==> config.mk <==
export PLATFORM = sky130hd
export DESIGN_NAME = tsc_cache
export DESIGN_NICKNAME = d
export VERILOG_FILES = /design/src/rtl/tsc_cache.sv
export SDC_FILE = /design/constraint.sdc
export NUM_CORES = 1
export LEC_CHECK = 0
export CAP_MARGIN = 20
export CORE_MARGIN = 2
export CORE_UTILIZATION = 46
export DETAILED_ROUTE_END_ITERATION = 8
export PLACE_DENSITY = 0.68
export SLEW_MARGIN = 20
export SYNTH_ARGS = -nofsm -noshare
export SYNTH_HDL_FRONTEND = slang
export SYNTH_SLANG_ARGS = --single-unit
==> constraint.sdc <==
create_clock -name clk -period 10.7 [get_ports clk]
set_clock_uncertainty 0.15 [all_clocks]
set_input_delay 2.14 -clock clk [delete_from_list [all_inputs] [get_ports clk]]
set_output_delay 2.14 -clock clk [all_outputs]
set_load 0.005 [all_outputs]
==> src/rtl/tsc_cache.sv <==
// Direct-mapped, write-through, no-write-allocate cache for the TSC CPU memory port.
// Read hits complete in the same cycle; misses refill a whole line with one req/ack beat.
module tsc_cache #(
  parameter int WORD_SIZE      = 16,
  parameter int NUM_LINES      = 4,
  parameter int WORDS_PER_LINE = 4
) (
  input  logic                                clk,
  input  logic                                reset,
  input  logic                                cpu_read,
  input  logic                                cpu_write,
  input  logic [WORD_SIZE-1:0]                cpu_addr,
  input  logic [WORD_SIZE-1:0]                cpu_wdata,
  output logic [WORD_SIZE-1:0]                cpu_rdata,
  output logic                                cpu_ready,
  input  logic                                flush,
  output logic                                mem_req,
  output logic                                mem_we,
  output logic [WORD_SIZE-1:0]                mem_addr,
  output logic [WORD_SIZE-1:0]                mem_wdata,
  input  logic [WORD_SIZE*WORDS_PER_LINE-1:0] mem_rdata,
  input  logic                                mem_ack,
  output logic [WORD_SIZE-1:0]                hit_count,
  output logic [WORD_SIZE-1:0]                miss_count
);
  localparam int IDX_BITS = $clog2(NUM_LINES);
  localparam int OFF_BITS = $clog2(WORDS_PER_LINE);
  localparam int TAG_BITS = WORD_SIZE - IDX_BITS - OFF_BITS;
  localparam logic [WORD_SIZE-1:0] SAT = '1;
  localparam logic [WORD_SIZE-1:0] ONE = 1;

  typedef enum logic [1:0] {IDLE, FILL, WRITE} state_t;

  state_t               state_reg, state_next;
  logic [NUM_LINES-1:0] valid_reg;
  logic [TAG_BITS-1:0]  tag_reg   [NUM_LINES];
  logic [WORD_SIZE-1:0] words_reg [NUM_LINES][WORDS_PER_LINE];
  logic                 refilled_reg;
  logic [WORD_SIZE-1:0] hit_reg, miss_reg;
  logic [WORD_SIZE-1:0] mem_addr_reg, mem_wdata_reg;

  logic [TAG_BITS-1:0]  cpu_tag, fill_tag;
  logic [IDX_BITS-1:0]  cpu_idx, fill_idx;
  logic [OFF_BITS-1:0]  cpu_off;
  logic                 hit;
  logic [WORD_SIZE-1:0] fill_words [WORDS_PER_LINE];
  logic                 ready_int, rd_hit, rd_miss, start_write, fill_done, write_done, flush_now;

  assign cpu_tag  = cpu_addr[WORD_SIZE-1 -: TAG_BITS];
  assign cpu_idx  = cpu_addr[OFF_BITS +: IDX_BITS];
  assign cpu_off  = cpu_addr[OFF_BITS-1:0];
  // The refill target comes from the latched line address, not the live CPU bus.
  assign fill_tag = mem_addr_reg[WORD_SIZE-1 -: TAG_BITS];
  assign fill_idx = mem_addr_reg[OFF_BITS +: IDX_BITS];
  assign hit      = valid_reg[cpu_idx] && (tag_reg[cpu_idx] == cpu_tag);

  for (genvar gi = 0; gi < WORDS_PER_LINE; gi++) begin : g_unpack
    assign fill_words[gi] = mem_rdata[gi*WORD_SIZE +: WORD_SIZE];
  end

  always_comb begin
    state_next  = state_reg;
    ready_int   = 1'b0;
    rd_hit      = 1'b0;
    rd_miss     = 1'b0;
    start_write = 1'b0;
    fill_done   = 1'b0;
    write_done  = 1'b0;
    flush_now   = 1'b0;
    case (state_reg)
      IDLE: begin
        if (flush) begin
          flush_now = 1'b1;
        end else if (cpu_write) begin
          start_write = 1'b1;
          state_next  = WRITE;
        end else if (cpu_read) begin
          if (hit) begin
            ready_int = 1'b1;
            rd_hit    = 1'b1;
          end else begin
            rd_miss    = 1'b1;
            state_next = FILL;
          end
        end
      end
      FILL: begin
        if (mem_ack) begin
          fill_done  = 1'b1;
          state_next = IDLE;
        end
      end
      WRITE: begin
        if (mem_ack) begin
          write_done = 1'b1;
          ready_int  = 1'b1;
          state_next = IDLE;
        end
      end
      default: state_next = IDLE;
    endcase
  end

  assign cpu_ready  = ready_int && !reset;
  assign cpu_rdata  = (rd_hit && !reset) ? words_reg[cpu_idx][cpu_off] : '0;
  assign mem_req    = (state_reg != IDLE) && !reset;
  assign mem_we     = (state_reg == WRITE) && !reset;
  assign mem_addr   = mem_addr_reg;
  assign mem_wdata  = mem_wdata_reg;
  assign hit_count  = hit_reg;
  assign miss_count = miss_reg;

  always_ff @(posedge clk) begin
    if (reset) begin
      state_reg     <= IDLE;
      valid_reg     <= '0;
      refilled_reg  <= 1'b0;
      hit_reg       <= '0;
      miss_reg      <= '0;
      mem_addr_reg  <= '0;
      mem_wdata_reg <= '0;
    end else begin
      state_reg <= state_next;
      if (flush_now)
        valid_reg <= '0;
      else if (fill_done)
        valid_reg[fill_idx] <= 1'b1;
      // The first hit after a refill is the replayed miss, so it is not counted again.
      if (fill_done)
        refilled_reg <= 1'b1;
      else if (ready_int)
        refilled_reg <= 1'b0;
      if (rd_hit && !refilled_reg && hit_reg != SAT)
        hit_reg <= hit_reg + ONE;
      if (rd_miss && miss_reg != SAT)
        miss_reg <= miss_reg + ONE;
      if (rd_miss) begin
        mem_addr_reg <= {cpu_tag, cpu_idx, {OFF_BITS{1'b0}}};
      end else if (start_write) begin
        mem_addr_reg  <= cpu_addr;
        mem_wdata_reg <= cpu_wdata;
      end
    end
  end

  always_ff @(posedge clk) begin
    if (!reset) begin
      if (fill_done) begin
        tag_reg[fill_idx] <= fill_tag;
        for (int k = 0; k < WORDS_PER_LINE; k++)
          words_reg[fill_idx][k] <= fill_words[k];
      end else if (write_done && hit) begin
        words_reg[cpu_idx][cpu_off] <= mem_wdata_reg;
      end
    end
  end
endmodule

# [Word-level counts from Yosys, hierarchy flattened]
# Memories as Yosys holds them, arrays and structs flattened.
# Index checks and enable logic that the tools add are counted.
[word_totals] reg_bits=71 latchBits=0 ram_bits=304 rom_bits=0 input_bits=102 out_inout_bits=83 memories=2
[classes] addsub=2 mul=0 div=0 magnitude_cmp=5 n_eq_ne=9 shifts=0 mux=49 bitwise=3 reduce_logical=23
[memory_table] memory="words_reg" words=4 width=64 read_ports=1 rd_clocked_by_memory_dff=0 wr=1 line="37" source="logic [WORD_SIZE-1:0] words_reg [NUM_LINES][WORDS_PER_LINE];"
[memory_table] memory="tag_reg" words=4 width=12 read_ports=1 rd_clocked_by_memory_dff=0 wr=1 line="36" source="logic [TAG_BITS-1:0] tag_reg [NUM_LINES];"
[op_table] operator="64-bit 2-to-1 mux" count=3
[op_table] operator="16-bit 2-to-1 mux" count=6
[op_table] operator="64-bit OR reduction" count=1
[op_table] operator="16-bit by 1-bit adder with 16-bit output (second input constant)" count=2
[op_table] operator="16-bit binary-select mux with 2-bit select" count=1
[op_table] operator="16-bit demux with 2-bit select" count=1
[op_table] operator="16-bit != test (second input constant)" count=2
[op_table] operator="1-bit 2-to-1 mux" count=28
[op_table] operator="12-bit equality test" count=1
[op_table] operator="2-bit 2-to-1 mux" count=6
[op_table] operator="1-bit logical AND" count=11
[op_table] operator="2-bit by 3-bit < comparator with 1-bit output (second input constant)" count=2
[op_table] operator="3-bit != test (second input constant)" count=2
[op_table] operator="2-bit nonzero test" count=3
[op_table] operator="2-bit OR reduction" count=3
[op_table] operator="4-bit bitwise OR" count=1
[op_table] operator="2-bit one-hot mux with 2 select lines" count=1
[op_table] operator="4-bit AND reduction" count=1
[op_table] operator="3-bit greater-or-equal comparator (second input constant)" count=1
[op_table] operator="3-bit by 1-bit < comparator with 1-bit output (second input constant)" count=1
[op_table] operator="2-bit inverter with 3-bit output" count=1
[op_table] operator="1-bit binary-select mux with 2-bit select" count=1
[op_table] operator="1-bit demux with 2-bit select" count=1
[op_table] operator="2-bit by 1-bit equality test with 1-bit output (second input constant)" count=1
[op_table] operator="9 further kinds" count=10

# [Logic depth before layout (Yosys ltp)]
[logic_depth] word_depth=10 depth_mapped=12 depth_no_buf=8

# [Worst setup path after synthesis]
# Ideal clock, no wire load.
[synth_path] kind="input to output" start="input port cpu_addr[2]" end="output port cpu_rdata[0]" arrival_ns=4.286 setup_slack_ns=4.124 stages=8 n_path_buf=5 path_cell_list="buf_6 -> buf_6 -> buf_6 -> buf_2 -> buf_2 -> mux4_2 -> mux4_2 -> nor2b_1"
[synth_between] elab_chain_len=10 word_cells_on_any_way=16 classes_between="1 x eq/ne; 11 x mux; 2 x reduce/logical; 2 x memory"
[synth_lines] element="start: declaration" line="12" source="input logic [WORD_SIZE-1:0] cpu_addr,"
[synth_lines] element="memory 4 x 12 bit or 1-bit binary-select mux with 2-bit select (tied branches)"
[synth_lines] element="12-bit equality test or 1-bit 2-to-1 mux (tied branches)" line="55" source="assign hit = valid_reg[cpu_idx] && (tag_reg[cpu_idx] == cpu_tag);"
[synth_lines] element="1-bit logical AND" line="55"
[synth_lines] element="1-bit 2-to-1 mux" line="78" source="if (hit) begin"
[synth_lines] element="1-bit 2-to-1 mux" line="77" source="end else if (cpu_read) begin"
[synth_lines] element="1-bit 2-to-1 mux" line="74" source="end else if (cpu_write) begin"
[synth_lines] element="1-bit 2-to-1 mux" line="72" source="if (flush) begin"
[synth_lines] element="1-bit 2-to-1 mux" line="70" source="case (state_reg)"
[synth_lines] element="1-bit logical AND" line="105" source="assign cpu_rdata = (rd_hit && !reset) ? words_reg[cpu_idx][cpu_off] : '0;"
[synth_lines] element="16-bit 2-to-1 mux *" line="105"
[synth_lines] element="end: declaration" line="14" source="output logic [WORD_SIZE-1:0] cpu_rdata,"
# Mark *: on every way between the ends. The rest lies on a longest branch, timed or not. The select of a mux whose other input is x is not followed.

# [Worst setup path after layout]
[layout_path] start="input port cpu_addr[3]" end="output port cpu_rdata[14]"
# The elaborated chain is that of the path after synthesis.

==> out/summary.txt <==
status -> finished clean
post-route antenna net violation count -> 0
#FFs+latches synth -> 375
DRT iter0 DRCs -> 880
Mapped Avg Cell Area -> 15.9 sq um
Syn Inst Count -> 994
worst reg-to-reg setup slack -> 6.74 ns
Syn Nets -> 1101
H-tree depth reported by CTS -> 2
WL final -> 39.7 mm
crit share post-route -> 78.5%
DP HPWL -> 26.6 mm
sequential-to-total area share from yosys stat -> 66.8%
Critical Path RT -> 8.41 ns
drt pass-1 iters -> 5
post-synth design cell area -> 15800 sq um
clk_lat worst skew -> 0.52 ns
Crit-path slowest cell -> nand4_1
pin count of the biggest net entering global routing -> 76
# IOs -> 185
commonest non-fill, non-tap cell in the layout -> edfxtp_1
Ys Warns -> 0
grt total ovfl -> 0
CTS tree -> yes
Post-synth EDFFs -> 304
dominant synthesized flop cell -> edfxtp_1
clock sinks -> 375
top cells by area in the synthesized netlist -> edfxtp_1 (58%), mux4_2 (13%), dfxtp_1 (9.0%)
worst min path class -> reg -> reg
WP buf/inv -> 3
met2 GRT Util -> 36.4%
global routing met3 resource utilization -> 4.58%
minimum clock period -> 8.40 ns
Final Core Density -> 57.7%
total design power -> 0.00325 W
unrepaired setup endpoints after global routing -> false
Synth-to-Final Area Change -> 23.0%
FP Rows -> 67
starting density of the core -> 46.9%
Die Height -> 189 microns
max reg flops -> 256
most frequent cells in the layout -> edfxtp_1 (304), clkdlybuf4s50_1 (181), mux4_2 (89)
post-route cell area -> 19400 sq um
Max transition margin -> 27.3%
Reg clk slew, reported paths -> 0.06 ns
type of element capturing the critical path -> output port
post-synthesis cell type count -> 57
kind of cell adding the most delay to the critical path -> buffers and inverters
vias -> 9593
clock buffer depth -> 3
Area after DPL -> 18100 sq um
Max Cap Viol -> 0
CP max stage delay -> 0.75 ns
startpoint types -> primary input
Crit Reg-Reg Endpoint -> words_reg[0][37]$_DFFE_PP_
critical path launch point -> cpu_addr[3]
most frequent CP cell -> buf_4
Placer Congestion -> 0.828
Worst Path Max Fanout -> 45
first-pass GRT wire length -> 58.8 mm
area of the core -> 33700 sq um
TNS Setup -> 0 ns
cts-stage hold buffer count -> 0
Final nets -> 1290
hold path cells -> 1
IO buf count -> 184
number of vias per cell -> 5.77
Hold Violations, Final -> 0
Setup violations, final -> 0
worst-margin pin slew -> 1.09 ns
DRC errors left -> 0
final worst setup slack -> 2.30 ns
Power Density -> 167 nW/um^2
routed len/inst -> 23.9 microns
CP Class -> in -> out
max-slew violations -> 0
Critical Path End -> cpu_rdata[14]
GRT Max-Usage Layer -> met2
Peak VDD IR -> 0.000109 V
leading area contributor after synthesis -> edfxtp_1
ys async rst share -> 0%
Crit path depth -> 9
antenna violations before repair -> 2
Post-CTS Setup Repair Bufs -> 0
FF-to-FF Start -> tag_reg[3][11]$_DFFE_PP_
Leak -> 6.64 nW
worst r2r path cells -> 9
share of the synthesized area in the top cell type -> 57.8%
vias in the first global route -> 9440
gr usage total -> 22.1%
width of the die -> 189 microns
die area -> 35900 sq um
critical path, cell by cell -> buf_4, buf_4, mux4_2, xnor2_2, nand2_1, and4bb_2, nand4_1, nor2b_1, clkdlybuf4s50_1
CTS buffer count -> 40
max frequency -> 119 MHz
Crit path arrival time -> 6.11 ns
CTS Root Cell -> clkbuf_16
dpl ws -> 2.40 ns
met1 usage -> 30.0%
share of layout cells above drive strength 1 -> 17.2%
post_cts resized -> 0
==> synth_stat cells, types with 5 or more instances <==
cell type,count
or2_2,7
clkbuf_1,30
mux2_2,7
ha_1,5
buf_1,6
o31ai_1,15
o21a_1,5
a21o_1,66
edfxtp_1,304
nand3_1,28
inv_1,13
nand2_1,61
nor2b_1,23
and3_1,8
and2_1,19
dfxtp_1,71
nor2_1,18
or4_1,10
a21oi_1,54
nand4_1,12
o21ai_0,28
xnor2_1,11
mux2i_1,9
nor3_1,8
buf_2,18
or3_1,7
mux4_2,89
==> cell families (layout without fill, tap and decap cells) <==
group,after synthesis,count (layout),share of synthesized area [%]
other,0,1,0
multiplexers,105,105,13.8
adder cells (fa/ha/maj),5,5,0.396
XOR/XNOR,16,16,0.982
AO/OA/AOI/OAI,191,191,8.04
buffers and inverters,74,294,2.14
flip-flops,375,375,66.8
AND/OR/NAND/NOR,228,228,7.94
==> metrics by stage <==
step,std cells,hold WS [ns]
final,1663,0.313
after global routing,1662,0.330
after CTS,1662,0.311
after detailed placement,1589,0.298
after global placement,1589,0.297
after floorplan,994,0.285
==> how the worst min path moves through the flow <==
stage | from | endpoint
2_1_floorplan | valid_reg[3]$_SDFFE_PP0P_ | valid_reg[3]$_SDFFE_PP0P_
3_3_place_gp | valid_reg[1]$_SDFFE_PP0P_ | valid_reg[1]$_SDFFE_PP0P_
3_5_place_dp | valid_reg[3]$_SDFFE_PP0P_ | valid_reg[3]$_SDFFE_PP0P_
4_1_cts | valid_reg[3]$_SDFFE_PP0P_ | valid_reg[3]$_SDFFE_PP0P_
5_1_grt | valid_reg[3]$_SDFFE_PP0P_ | valid_reg[3]$_SDFFE_PP0P_
6_report | valid_reg[3]$_SDFFE_PP0P_ | valid_reg[3]$_SDFFE_PP0P_
==> where the power goes <==
| group | switching, W | total, W | internal, W |
|---|---|---|---|
| registers | 0.0000192 | 0.00163 | 0.00161 |
| clock network | 0.000540 | 0.00137 | 0.000832 |
| logic | 0.000128 | 0.000255 | 0.000127 |
==> per-layer routing <==
metal	part of all wire, %	up-vias
li1	-	4313
met1	42	4876
met2	49	356
met3	7.0	48
met4	2.5	0
met5	0	-
==> cell type report <==
class / instances / area (sq um)
well taps: 448 / 561
clock buffers: 53 / 1080
diodes: 1 / 2.50
fillers: 2625 / 14300
multi-input cells: 545 / 4970
inverters: 14 / 52.6
clock inverters: 20 / 225
flip-flops and latches: 375 / 10600
repair buffers: 207 / 2000
(Power assumes the default switching activity.)
